`config.mk`:
```
export PLATFORM = sky130hd
export DESIGN_NAME = ibuff_mac_tx
export DESIGN_NICKNAME = d
export VERILOG_FILES = /design/src/rtl/ibuff_mac_tx_pkg.sv /design/src/rtl/ibuff_mac_tx_skid.sv /design/src/rtl/ibuff_mac_tx.sv
export SDC_FILE = /design/constraint.sdc
export NUM_CORES = 1
export LEC_CHECK = 0
export BUFFER_PORTS_ARGS = -buffer_cell sky130_fd_sc_hd__buf_2
export CORE_MARGIN = 1
export CORE_UTILIZATION = 45
export CTS_CLUSTER_DIAMETER = 100
export DETAILED_ROUTE_END_ITERATION = 8
export PLACE_DENSITY = 0.69
export SYNTH_ARGS = -nofsm -noshare
export SYNTH_HDL_FRONTEND = slang
export SYNTH_SLANG_ARGS = --single-unit
```
`constraint.sdc`:
```
create_clock -name clk -period 4.7 [get_ports clk]
set_input_delay 0.705 -clock clk [delete_from_list [all_inputs] [get_ports clk]]
set_output_delay 0.705 -clock clk [all_outputs]
set_load 0.01 [all_outputs]
```
`src/rtl/ibuff_mac_tx_pkg.sv`:
```
// ibuff_mac_tx_pkg: shared header layout, FSM encoding and tkeep helper for the ibuff TX drain
package ibuff_mac_tx_pkg;
  localparam int LEN_LSB = 0;
  localparam int LEN_MSB = 15;
  typedef enum logic [1:0] {IDLE, HDR, WAIT, STREAM} state_e;
  function automatic logic [7:0] keep_from_rem(input logic [2:0] rem);
    return (rem == 3'd0) ? 8'hFF : 8'((8'd1 << rem) - 8'd1);
  endfunction
endpackage

```
`src/rtl/ibuff_mac_tx_skid.sv`:
```
// axis_skid2: 2-entry skid buffer with occupancy count used as read credit
module axis_skid2
  import ibuff_mac_tx_pkg::*;
#(
  parameter int W = 73
) (
  input  logic         clk,
  input  logic         rst_n,
  input  logic         s_valid_i,
  output logic         s_ready_o,
  input  logic [W-1:0] s_data_i,
  output logic         m_valid_o,
  input  logic         m_ready_i,
  output logic [W-1:0] m_data_o,
  output logic [1:0]   count_o
);
  logic [W-1:0] mem_q [2];
  logic         wp_q, rp_q, push, pop;
  logic [1:0]   cnt_q;

  assign s_ready_o = cnt_q != 2'd2;
  assign m_valid_o = cnt_q != 2'd0;
  assign m_data_o  = mem_q[rp_q];
  assign count_o   = cnt_q;
  assign push      = s_valid_i && s_ready_o;
  assign pop       = m_valid_o && m_ready_i;

  always_ff @(posedge clk or negedge rst_n) begin
    if (!rst_n) begin
      mem_q <= '{default: '0};
      wp_q  <= 1'b0;
      rp_q  <= 1'b0;
      cnt_q <= 2'd0;
    end else begin
      if (push) mem_q[wp_q] <= s_data_i;
      wp_q  <= wp_q ^ push;
      rp_q  <= rp_q ^ pop;
      cnt_q <= cnt_q + 2'(push) - 2'(pop);
    end
  end
endmodule

```
`src/rtl/ibuff_mac_tx.sv`:
```
// ibuff_mac_tx: store-and-forward drain of length-prefixed frames from ibuff to a 64-bit AXI-Stream MAC
module ibuff_mac_tx
  import ibuff_mac_tx_pkg::*;
#(
  parameter int BW      = 9,
  parameter int MAX_LEN = 1518
) (
  input  logic          clk,
  input  logic          rst_n,
  input  logic [BW:0]   committed_prod,
  output logic [BW:0]   committed_cons,
  output logic [BW-1:0] rd_addr,
  input  logic [63:0]   rd_data,
  output logic [63:0]   m_axis_tdata,
  output logic [7:0]    m_axis_tkeep,
  output logic          m_axis_tvalid,
  output logic          m_axis_tlast,
  input  logic          m_axis_tready,
  output logic          frame_drop
);
  localparam int PW = BW + 1;
  state_e      state_q, state_d;
  logic [BW:0] ptr_q, ptr_d, avail;
  logic [2:0]  rem_q, rem_d;
  logic [15:0] nqw_q, nqw_d, iss_q, iss_d, ret_q, ret_d, hdr_len, hdr_nqw;
  logic        pend_q, drop_q, drop_d, bad, room, issue, push, pop, s_ready, ret_last;
  logic [1:0]  cnt;
  logic [72:0] beat_in, beat_out;

  assign avail    = committed_prod - ptr_q;
  assign hdr_len  = rd_data[LEN_MSB:LEN_LSB];
  assign hdr_nqw  = 16'((17'(hdr_len) + 17'd7) >> 3);
  assign bad      = hdr_len == 16'd0 || 32'(hdr_len) > MAX_LEN;
  assign room     = 16'(avail) >= nqw_q + 16'd1;
  assign pop      = m_axis_tvalid && m_axis_tready;
  assign push     = pend_q && s_ready;
  // Credit counts the beat leaving the skid this cycle so a held-high tready sustains one beat per cycle
  assign issue    = (3'(pend_q) + 3'(cnt) < 3'd2 + 3'(pop)) &&
                    ((state_q == WAIT && room) || (state_q == STREAM && iss_q != nqw_q));
  assign rd_addr  = (state_q == WAIT || state_q == STREAM) ? BW'(ptr_q + PW'(iss_q) + PW'(1)) : ptr_q[BW-1:0];
  assign ret_last = (ret_q + 16'd1) == nqw_q;
  assign beat_in  = {ret_last, ret_last ? keep_from_rem(rem_q) : 8'hFF, rd_data};
  assign {m_axis_tlast, m_axis_tkeep, m_axis_tdata} = beat_out;
  assign committed_cons = ptr_q;
  assign frame_drop     = drop_q;

  axis_skid2 #(.W(73)) u_skid (
    .clk       (clk),
    .rst_n     (rst_n),
    .s_valid_i (pend_q),
    .s_ready_o (s_ready),
    .s_data_i  (beat_in),
    .m_valid_o (m_axis_tvalid),
    .m_ready_i (m_axis_tready),
    .m_data_o  (beat_out),
    .count_o   (cnt)
  );

  always_comb begin
    state_d = state_q;
    ptr_d   = ptr_q;
    rem_d   = rem_q;
    nqw_d   = nqw_q;
    iss_d   = iss_q + 16'(issue);
    ret_d   = ret_q + 16'(push);
    drop_d  = 1'b0;
    case (state_q)
      IDLE: if (avail != '0) state_d = HDR;
      HDR: begin
        rem_d = hdr_len[2:0];
        nqw_d = hdr_nqw;
        iss_d = '0;
        ret_d = '0;
        if (bad) begin
          state_d = IDLE;
          ptr_d   = ptr_q + PW'(1) + PW'(hdr_nqw);
          drop_d  = 1'b1;
        end else state_d = WAIT;
      end
      WAIT: if (room) state_d = STREAM;
      default: if (pop && m_axis_tlast) begin
        state_d = IDLE;
        ptr_d   = ptr_q + PW'(1) + PW'(nqw_q);
      end
    endcase
  end

  always_ff @(posedge clk or negedge rst_n) begin
    if (!rst_n) begin
      state_q <= IDLE;
      ptr_q   <= '0;
      rem_q   <= '0;
      nqw_q   <= '0;
      iss_q   <= '0;
      ret_q   <= '0;
      pend_q  <= 1'b0;
      drop_q  <= 1'b0;
    end else begin
      state_q <= state_d;
      ptr_q   <= ptr_d;
      rem_q   <= rem_d;
      nqw_q   <= nqw_d;
      iss_q   <= iss_d;
      ret_q   <= ret_d;
      pend_q  <= issue;
      drop_q  <= drop_d;
    end
  end
endmodule

```
## Yosys cells after proc, flatten, opt, wreduce, memory -nomap -nowiden

Cells that the tools add are included.

- Word-level logic and storage cells: 91
- Input bits: 77
- Flip-flop bits (word level): 213
- Output and inout bits: 94

- $lt $le $gt $ge: 6
- $add $sub $neg: 16
- Bitwise logic cells: 5
- Reduce and logical (&&, ||, !) cells: 20
- Mux-type cells: 21
- Equality and inequality tests: 9
- Shift operators: 1

Operators by type and width:

| operator | number |
|---|---|
| two-way mux 73 bit | 4 |
| bitwise mux 146 bit | 1 |
| demux 73 bit (select 1 bit) | 1 |
| adder 16 x 1 -> 16 bit | 2 |
| two-way mux 16 bit | 2 |
| adder 10 bit | 2 |
| two-way mux 10 bit | 2 |
| one-hot mux 10 bit (2 select lines) | 1 |
| adder 16 x 3 -> 17 bit, second input constant | 1 |
| adder 16 x 1 -> 16 bit, second input constant | 1 |
| == test 16 x 14 -> 1 bit | 1 |
| > comparator 16 x 11 -> 1 bit, second input constant | 1 |
| zero test 16 bit | 1 |
| two-way mux 8 bit | 2 |
| != test 16 x 14 -> 1 bit | 1 |
| adder 14 x 1 -> 15 bit, second input constant | 1 |
| >= comparator 10 x 15 -> 1 bit | 1 |
| adder 10 x 1 -> 10 bit, second input constant | 1 |
| nonzero test 10 bit | 1 |
| subtractor 10 bit | 1 |
| adder 9 x 1 -> 9 bit, second input constant | 1 |
| adder 9 bit | 1 |
| two-way mux 9 bit | 1 |
| two-way mux 2 bit | 4 |
| 25 further kinds | 43 |

## Depth between registers and ports, before layout

Gate-level depths: netlist of run 1.

- Depth after elaboration: 7
- Depth in mapped cells: 22
- Depth with buffers taken out: 22

## By module

A second synthesis of run 1 with hierarchy kept.

- Cells, all modules: 1070
- Area, all modules: 12286.8 sq um

Modules (own cells, without submodules):

| module | area an instance (sq um) | cells an instance | seq. area each (sq um) | instances |
|---|---|---|---|---|
| axis_skid2 | 6826.5 | 408 | 3753.6 | 1 |
| ibuff_mac_tx | 5460.2 | 662 | 1576.5 | 1 |

## Worst setup path after synthesis of run 1

No wires, ideal clock.

- Path kind: input port to flip-flop
- Start: in committed_prod[0]
- End: reg iss_q[15]
- Cell stages on the path: 21
- Setup slack: 445 ps
- Buffers on the path: 0
- Required time: 4622 ps
- Arrival: 4177 ps
- Setup time: 78 ps
- Path through: inv_1 ha_1 fa_1 nor2b_1 o21ai_1 a21oi_1 o21ai_0 nand2b_1 a21oi_1 xnor2_1 ha_1 o21a_1 o21a_1 o211ai_1 a31o_2 a21oi_1 ha_1 nand3_1 or3_1 or3_1 a21oi_1

- Cells in the longest elaborated chain, start to end: 7

RTL lines:

| what | line | text |
|---|---|---|
| start: declaration | ibuff_mac_tx.sv:10 | `input logic [BW:0] committed_prod,` |
| subtractor 10 bit | ibuff_mac_tx.sv:30 | `assign avail = committed_prod - ptr_q;` |
| >= comparator 10 x 15 -> 1 bit | ibuff_mac_tx.sv:34 | `assign room = 16'(avail) >= nqw_q + 16'd1;` |
| logical AND 1 bit | ibuff_mac_tx.sv:39 | `((state_q == WAIT && room) \|\| (state_q == STREAM && iss_q != nqw_q));` |
| logical OR 1 bit | ibuff_mac_tx.sv:39 |  |
| logical AND 1 bit | ibuff_mac_tx.sv:38 | `assign issue = (3'(pend_q) + 3'(cnt) < 3'd2 + 3'(pop)) &&` |
| via issue | ibuff_mac_tx.sv:26 | `logic pend_q, drop_q, drop_d, bad, room, issue, push, pop, s_ready, ret_last;` |
| adder 16 x 1 -> 16 bit | ibuff_mac_tx.sv:64 | `iss_d = iss_q + 16'(issue);` |
| two-way mux 16 bit | ibuff_mac_tx.sv:67 | `case (state_q)` |
| via iss_d[15] | ibuff_mac_tx.sv:25 | `logic [15:0] nqw_q, nqw_d, iss_q, iss_d, ret_q, ret_d, hdr_len, hdr_nqw;` |
| end signal: assignment | ibuff_mac_tx.sv:103 | `iss_q <= iss_d;` |
| end: declaration | ibuff_mac_tx.sv:25 |  |

The timed path passes the listed nets, and every way through them passes these cells.
A chain may end at the register's enable or synchronous reset.

## Final worst setup path of run 1

- Start: reg ptr_q[3], in the netlist committed_cons[3]
- End: reg iss_q[15]

- Cells in the longest elaborated chain, start to end: 7

RTL lines:

| what | line | text |
|---|---|---|
| start: declaration | ibuff_mac_tx.sv:23 | `logic [BW:0] ptr_q, ptr_d, avail;` |
| start signal: assignment | ibuff_mac_tx.sv:100 | `ptr_q <= ptr_d;` |
| subtractor 10 bit | ibuff_mac_tx.sv:30 |  |
| >= comparator 10 x 15 -> 1 bit | ibuff_mac_tx.sv:34 |  |
| logical AND 1 bit | ibuff_mac_tx.sv:39 |  |
| logical OR 1 bit | ibuff_mac_tx.sv:39 |  |
| logical AND 1 bit | ibuff_mac_tx.sv:38 |  |
| via issue | ibuff_mac_tx.sv:26 |  |
| adder 16 x 1 -> 16 bit | ibuff_mac_tx.sv:64 |  |
| two-way mux 16 bit | ibuff_mac_tx.sv:67 |  |
| via iss_d[15] | ibuff_mac_tx.sv:25 |  |

The timed path passes the listed nets, and every way through them passes these cells.

==> impl_metrics.prom, run 1 <==
# TYPE chip_impl_metric gauge
chip_impl_info{name="cell_by_cell_trace_of_the_critical_path",value="inv_1 > ha_1 > o21ai_0 > a21oi_1 > o41ai_2 > buf_4 > xnor2_1 > ha_1 > o21a_1 > o21a_1 > o211ai_1 > a31o_2 > a21oi_1 > ha_1 > nand3_1 > or3_1 > or3_1 > a21oi_1"} 1
chip_impl_metric{name="post_route_minimum_period",unit="ps"} 4340
chip_impl_metric{name="placement.cell_area",unit="um^2"} 13000
chip_impl_metric{name="routed_wire_length",unit="mm"} 26.8
chip_impl_metric{name="worstPathRequired",unit="ps"} 5140
chip_impl_metric{name="seq_area_frac_synth",unit="%"} 44.7
chip_impl_metric{name="powerDensity",unit="nW/um^2"} 705
chip_impl_metric{name="detailed_route_drc_error_count",unit=""} 0
chip_impl_metric{name="grt_pass1_vias",unit=""} 8487
chip_impl_info{name="rsz0062_at_grt",value="no"} 1
chip_impl_metric{name="synthCells",unit=""} 1068
chip_impl_metric{name="synth.avg_cell_area",unit="um^2"} 11.2
chip_impl_metric{name="post-route-period-util",unit="%"} 92.4
chip_impl_metric{name="final-setup-viol-count",unit=""} 0
chip_impl_metric{name="row_count",unit=""} 59
chip_impl_metric{name="drtIter0Drc",unit=""} 327
chip_impl_metric{name="worst_tran_pin_value",unit="ps"} 982
chip_impl_metric{name="worst_ep_arrival_time",unit="ps"} 4780
chip_impl_metric{name="fraction_of_registers_with_async_set_or_reset_after_synthesis",unit="%"} 100
chip_impl_metric{name="max_freq",unit="MHz"} 230
chip_impl_metric{name="total_leakage_power",unit="nW"} 6.34
chip_impl_metric{name="mappedNetlistArea",unit="um^2"} 11900
chip_impl_metric{name="pre_cts_ws",unit="ps"} -24.5
chip_impl_metric{name="yosys.cell_types.count",unit=""} 64
chip_impl_metric{name="timing.final.max_slew_violations",unit=""} 0
chip_impl_info{name="run_status",value="complete, no violations"} 1
chip_impl_metric{name="via_per_inst",unit=""} 5.41
chip_impl_metric{name="dp.final_hpwl",unit="mm"} 19.0
chip_impl_metric{name="clock_pin_slew_on_the_worst_setup_and_hold_paths",unit="ps"} 60
chip_impl_metric{name="maximum_number_of_pins_on_one_net_before_global_route_repair",unit=""} 120
chip_impl_info{name="cp-start-kind",value="flip-flop"} 1
chip_impl_metric{name="postSynthRegisterBits",unit=""} 213
chip_impl_metric{name="timing.slew.headroom",unit="%"} 34.5
chip_impl_info{name="ys.flop_type",value="dfrtp_1"} 1
chip_impl_metric{name="synth_fp_nets",unit=""} 1197
chip_impl_info{name="crit_slowest_cell",value="dfrtp_1"} 1
chip_impl_metric{name="ctsResizeCount",unit=""} 0
chip_impl_metric{name="clock-sinks",unit=""} 213
chip_impl_metric{name="cts_inserted_buffers",unit=""} 24
chip_impl_metric{name="io-pin-count",unit=""} 171
chip_impl_info{name="crit_path_end_kind",value="flip-flop"} 1
chip_impl_metric{name="number_of_buffers_inserted_by_port_buffering",unit=""} 170
chip_impl_metric{name="die-area",unit="um^2"} 27100
chip_impl_metric{name="yosysWarnings",unit=""} 0
chip_impl_info{name="tritoncts",value="done"} 1
chip_impl_metric{name="area_delta_synth_final",unit="%"} 15.5
chip_impl_metric{name="gpl.final_weighted_congestion",unit=""} 0.889
chip_impl_metric{name="final.setup.worst_slack",unit="ps"} 359
chip_impl_metric{name="ctsHoldBuffers",unit=""} 0
chip_impl_metric{name="vdd_ir_drop_max",unit="uV"} 415
chip_impl_metric{name="critical_path.max_stage_delay",unit="ps"} 480
chip_impl_metric{name="timing.critical_path.fanout_max",unit=""} 6
chip_impl_metric{name="setup-tns-final",unit="ps"} 0
chip_impl_metric{name="cts_buffer_depth",unit=""} 3
chip_impl_metric{name="groute.usage.overall",unit="%"} 20.0
chip_impl_metric{name="whs",unit="ps"} 322
chip_impl_info{name="synth.area.top_cells",value="dfrtp_1 (45%), mux2_2 (19%), ha_1 (5.1%)"} 1
chip_impl_metric{name="grt_pass1_wl",unit="mm"} 43.5
chip_impl_metric{name="drt-pass1-iter-count",unit=""} 5
chip_impl_metric{name="die_width",unit="um"} 165
chip_impl_metric{name="max_cap_violations",unit=""} 0
chip_impl_metric{name="final_nets",unit=""} 1347
chip_impl_metric{name="die_y",unit="um"} 165
chip_impl_info{name="critical_path_class",value="flip-flop to flip-flop"} 1
chip_impl_metric{name="drive_gt1_share",unit="%"} 36.6
chip_impl_metric{name="antenna_violating_nets_left",unit=""} 0
chip_impl_metric{name="timing.final.hold_violations",unit=""} 0
chip_impl_metric{name="worst_case_clock_skew",unit="ps"} 14.2
chip_impl_metric{name="via_count",unit=""} 8502
chip_impl_metric{name="detail_route.wl_per_cell",unit="um"} 17.1
chip_impl_metric{name="synth_edf_count",unit=""} 0
chip_impl_metric{name="cts.repair_timing.setup_buffer_count",unit=""} 0
chip_impl_metric{name="coreArea",unit="um^2"} 26000
chip_impl_info{name="netlist.top_cell.by_area",value="dfrtp_1"} 1
chip_impl_info{name="cts_root_buf",value="clkbuf_16"} 1
chip_impl_metric{name="clk_latency",unit="ps"} 530
chip_impl_metric{name="overflow",unit=""} 0
chip_impl_metric{name="initial_core_utilization",unit="%"} 45.9
chip_impl_metric{name="fin_area",unit="um^2"} 13800
chip_impl_metric{name="htreeDepth",unit=""} 1
chip_impl_metric{name="antenna_found_initial",unit=""} 2
chip_impl_info{name="hold_path.class",value="primary input to async pin"} 1
chip_impl_metric{name="synth_top_area_share",unit="%"} 44.7
-- sequential cells by signal (all words and copies together) (netlist names) --
| register | cells |
|---|---|
| u_skid.rp_q | 1 |
| pend_q | 1 |
| ret_q | 16 |
| nqw_q | 14 |
| state_q | 2 |
| u_skid.count_o | 2 |
| rem_q | 3 |
| u_skid.mem_q | 146 |
| frame_drop | 1 |
| u_skid.wp_q | 1 |
| committed_cons | 10 |
| iss_q | 16 |
-- metal layers --
layer / share of wire, % / routed length, um / up-vias / GRT usage, %
met5: 0.12 / 31 / - / 0
met4: 1.6 / 435 / 4 / 5.09
met3: 7.1 / 1910 / 47 / 5.70
met2: 47 / 12600 / 201 / 32.0
met1: 44 / 11800 / 4203 / 26.6
li1: - / - / 4047 / -
-- synth_stat cells, types with 6 or more instances --
cell	instances
dfrtp_1	213
mux2_2	202
nand2_1	66
nor2_1	65
xnor2_1	60
xor2_1	57
ha_1	49
o21ai_0	49
clkbuf_1	46
nand3_1	34
a21oi_1	28
inv_1	26
nand4_1	14
nor3_1	14
and3_1	11
or3_1	11
a21o_1	9
nor2b_1	9
nor4_1	8
a41oi_1	7
a31oi_1	6
and2_1	6
buf_6	6
-- area by class of cell --
type	instances	area [um^2]
fill	2338	12200
multi-input combinational	766	6170
sequential	213	5330
timing repair buffer	187	987
clock buffer	35	692
tap	335	419
inverter	26	97.6
clock inverter	8	53.8
antenna	1	2.50
-- through the flow --
step	instances	total power, W	utilization [%]
6_report	1571	0.00969	52.9
5_1_grt	1570	0.0104	52.9
4_1_cts	1570	0.00978	52.9
3_5_place_dp	1527	0.00794	50.0
3_3_place_gp	1527	0.00781	50.0
2_1_floorplan	1068	0.00651	-
-- where the power goes --
group,switching (W),internal (W),leakage (nW)
logic,0.00228,0.00239,3.32
clock network,0.000756,0.00102,0.369
registers,0.000656,0.00259,2.65
-- worst paths after layout --
kind	start	endpoint	slack [ps]	depth (start not counted)
worst max-delay path	committed_cons[3]	iss_q[15]	360	18
worst min-delay path	rst_n	u_skid.mem_q[136]	320	1
worst max register to register	committed_cons[3]	iss_q[15]	360	18
worst min register to register	u_skid.mem_q[137]	u_skid.mem_q[137]	470	1
max in group asynchronous	rst_n	u_skid.mem_q[84]	3310	2
min in group clk	rd_data[37]	u_skid.mem_q[37]	420	2
-- worst max-delay path, delay by kind of cell, from the launching register on --
family	cells	cell delay, ps
compound gates	9	1570
fa+ha+maj	3	920
simple gates	3	890
flops	1	480
buf+inv	2	310
xor+xnor	1	90
-- cell usage in the layout, fill, tap and decap left out, types with 7 or more instances in the layout --
cell and n:
nand3_1 34, o21ai_0 49, clkbuf_16 24, a21oi_1 28
a41oi_1 7, a21o_1 9, mux2_2 202, xnor2_1 60
nand2_1 66, nor4_1 8, or3_1 11, inv_1 26
nand4_1 14, buf_4 17, nor2_1 65, dfrtp_1 212
ha_1 47, xor2_1 57, nor2b_1 8, buf_2 169
nor3_1 14, and3_1 11
-- cell families (layout without fill, tap and decap cells) --
kind of cell    after synthesis  count (layout)  share of synthesized area (%)
buf+inv                      89             256                           3.77
mux                         204             204                           19.3
other cells                   0               1                              0
flops                       213             213                           44.7
fa+ha+maj                    52              52                           5.65
simple gates                266             266                           11.1
compound gates              127             127                           6.88
xor+xnor                    117             117                           8.60
Note: power is estimated with default switching activity, not from simulation.
==> run 2, diff against run 1 <==
==> constraint.sdc (replaced) <==
create_clock -name clk -period 4.7 [get_ports clk]
set_input_delay 0.235 -clock clk [delete_from_list [all_inputs] [get_ports clk]]
set_output_delay 0.235 -clock clk [all_outputs]
set_load 0.01 [all_outputs]
==> impl_metrics.prom, run 2 (same netlist as run 1, synthesis figures left out) <==
# TYPE chip_impl_metric gauge
chip_impl_metric{name="max_cap_violations",unit=""} 0
chip_impl_metric{name="fillCellCount",unit=""} 2246
chip_impl_metric{name="coreArea",unit="um^2"} 26000
chip_impl_metric{name="clk_latency",unit="ps"} 540
chip_impl_metric{name="grt_pass1_wl",unit="mm"} 46.4
chip_impl_info{name="layout.cells.most_common",value="dfrtp_1"} 1
chip_impl_metric{name="p_total",unit="W"} 0.00982
chip_impl_metric{name="dp.final_hpwl",unit="mm"} 19.5
chip_impl_metric{name="htreeDepth",unit=""} 1
chip_impl_metric{name="drt-pass1-iter-count",unit=""} 5
chip_impl_info{name="mostFrequentLayoutCells",value="dfrtp_1 (211), mux2_2 (202), buf_2 (169), nand2_1 (66), nor2_1 (65)"} 1
chip_impl_metric{name="post_route_minimum_period",unit="ps"} 4310
chip_impl_metric{name="cts_buffer_depth",unit=""} 3
chip_impl_metric{name="largest_register_ffs",unit=""} 146
chip_impl_info{name="crit_path_end_kind",value="flip-flop"} 1
chip_impl_info{name="hold-path-endpoint",value="rem_q[2]"} 1
chip_impl_metric{name="die_y",unit="um"} 165
chip_impl_metric{name="grt_pass1_vias",unit=""} 8897
chip_impl_metric{name="fin_area",unit="um^2"} 14300
chip_impl_metric{name="via_count",unit=""} 8636
chip_impl_metric{name="vdd_ir_drop_max",unit="uV"} 436
chip_impl_metric{name="antenna_found_initial",unit=""} 0
chip_impl_metric{name="maximum_number_of_pins_on_one_net_before_global_route_repair",unit=""} 130
chip_impl_metric{name="initial_core_utilization",unit="%"} 45.9
chip_impl_metric{name="setup-tns-final",unit="ps"} 0
chip_impl_metric{name="routed_wire_length",unit="mm"} 28.6
chip_impl_metric{name="final_nets",unit=""} 1396
chip_impl_info{name="worst_reg2reg_path_endpoint",value="iss_q[15]"} 1
chip_impl_info{name="cell_by_cell_trace_of_the_critical_path",value="inv_1 > ha_1 > nor2b_1 > o21ai_0 > a21oi_1 > o41ai_2 > o21bai_1 > a21oi_1 > xnor2_1 > ha_1 > o21a_1 > o211ai_1 > a31o_2 > a21oi_2 > ha_1 > nand3_1 > or3_1 > or3_1 > a21oi_1"} 1
chip_impl_metric{name="r2r_setup_slack",unit="ps"} 390
chip_impl_metric{name="detail_route.wl_per_cell",unit="um"} 17.7
chip_impl_metric{name="critical_path.max_stage_delay",unit="ps"} 410
chip_impl_metric{name="powerDensity",unit="nW/um^2"} 688
chip_impl_metric{name="overflow",unit=""} 0
chip_impl_metric{name="worst_case_clock_skew",unit="ps"} 12.8
chip_impl_metric{name="max_freq",unit="MHz"} 232
chip_impl_metric{name="groute.usage.overall",unit="%"} 21.4
chip_impl_metric{name="r2r.worst_path.cells",unit=""} 19
chip_impl_metric{name="row_count",unit=""} 59
chip_impl_info{name="rsz0062_at_grt",value="no"} 1
chip_impl_metric{name="clock_pin_slew_on_the_worst_setup_and_hold_paths",unit="ps"} 60
chip_impl_metric{name="gpl.final_weighted_congestion",unit=""} 0.889
chip_impl_metric{name="timing.slew.headroom",unit="%"} 25.0
chip_impl_metric{name="detailed_route_drc_error_count",unit=""} 0
chip_impl_metric{name="final-setup-viol-count",unit=""} 0
chip_impl_metric{name="die_width",unit="um"} 165
chip_impl_metric{name="cts_inserted_buffers",unit=""} 25
chip_impl_metric{name="placement.cell_area",unit="um^2"} 13000
chip_impl_metric{name="drtIter0Drc",unit=""} 451
chip_impl_info{name="tritoncts",value="done"} 1
chip_impl_metric{name="timing.final.hold_violations",unit=""} 0
chip_impl_info{name="cts_root_buf",value="clkbuf_16"} 1
chip_impl_metric{name="die-area",unit="um^2"} 27100
chip_impl_metric{name="worst_tran_pin_value",unit="ps"} 1130
chip_impl_info{name="top_register",value="u_skid.mem_q"} 1
chip_impl_info{name="crit_slowest_cell",value="or3_1"} 1
chip_impl_metric{name="drive_gt1_share",unit="%"} 34.9
chip_impl_metric{name="antenna_cells_inserted",unit=""} 0
chip_impl_metric{name="via_per_inst",unit=""} 5.35
chip_impl_info{name="cp-start-kind",value="flip-flop"} 1
chip_impl_metric{name="number_of_buffers_inserted_by_port_buffering",unit=""} 170
chip_impl_metric{name="io-pin-count",unit=""} 171
chip_impl_metric{name="timing.critical_path.fanout_max",unit=""} 5
chip_impl_info{name="r2r_start",value="committed_cons[1]"} 1
chip_impl_metric{name="worstPathRequired",unit="ps"} 5150
chip_impl_info{name="critical_path_class",value="flip-flop to flip-flop"} 1
chip_impl_metric{name="utilization",unit="%"} 54.9
chip_impl_metric{name="post-route-period-util",unit="%"} 91.7
chip_impl_metric{name="whs",unit="ps"} 21.7
chip_impl_metric{name="timing.final.max_slew_violations",unit=""} 0
chip_impl_metric{name="worst_ep_arrival_time",unit="ps"} 4760
chip_impl_info{name="largestRegisters",value="u_skid.mem_q x146, iss_q x16, ret_q x16"} 1
chip_impl_info{name="hold_path.startpoint",value="rd_data[2]"} 1
chip_impl_metric{name="area_delta_synth_final",unit="%"} 19.8
chip_impl_metric{name="clock-sinks",unit=""} 213
chip_impl_info{name="run_status",value="complete, no violations"} 1
chip_impl_metric{name="hold-path-cell-count",unit=""} 3
chip_impl_info{name="hold_path.class",value="primary input to flip-flop"} 1
chip_impl_metric{name="antenna_violating_nets_left",unit=""} 0
chip_impl_metric{name="total_leakage_power",unit="nW"} 6.55
==> run 2: how the worst max path moves through the flow <==
stage	start	to	slack, ps	depth (start not counted)
after detailed placement	committed_cons[2]	iss_q[15]	250	18
after CTS	committed_cons[2]	iss_q[15]	230	18
after global routing	committed_cons[1]	iss_q[15]	100	19
after floorplan	committed_cons[1]	iss_q[15]	530	19
final	committed_cons[1]	iss_q[15]	390	19
after global placement	committed_cons[1]	iss_q[15]	410	19
==> run 2: critical path: cells and delay by family, from the launching register on <==
kind                       cells  cell delay, ps
buffers and inverters          1             110
adders and majority gates      3             780
and+or+nand+nor                4            1030
DFF                            1             370
AOI/OAI and AO/OA             10            1830
xor gates and xnor gates       1             100
==> run 2: through the flow <==
stage	worst slack, ps	std cells
2_1_floorplan	532	1068
3_3_place_gp	410	1522
3_5_place_dp	251	1522
4_1_cts	228	1614
5_1_grt	104	1614
6_report	391	1614
==> run 2: routing by layer <==
metal	wire, um	vias up	global-route usage (%)
li1	-	4142	-
met1	12600	4253	28.5
met2	13800	198	35.2
met3	1600	43	5.12
met4	581	0	4.88
met5	0	-	0
==> run 2: what timing repair did <==
item / in CTS / in global routing
hold buffers: 53 / 0
setup buffers: 0 / 0
setup endpoints to repair: 0 / 2
gates resized for setup: 0 / 3
hold endpoints to repair: 229 / 0
==> run 2: area by class of cell <==
type / instances / area, um^2 / share of cell area [%]
clock inverter: 6 / 73.8 / 0.517
tap: 335 / 419 / 2.94
multi-input combinational: 766 / 6170 / 43.2
inverter: 26 / 97.6 / 0.683
clock buffer: 33 / 686 / 4.80
timing repair buffer: 235 / 1490 / 10.5
sequential: 213 / 5340 / 37.4
==> run 2: where the power goes <==
part / switching (W) / total [W] / internal, W
combinational: 0.00240 / 0.00481 / 0.00241
sequential: 0.000586 / 0.00318 / 0.00259
clock: 0.000760 / 0.00183 / 0.00107
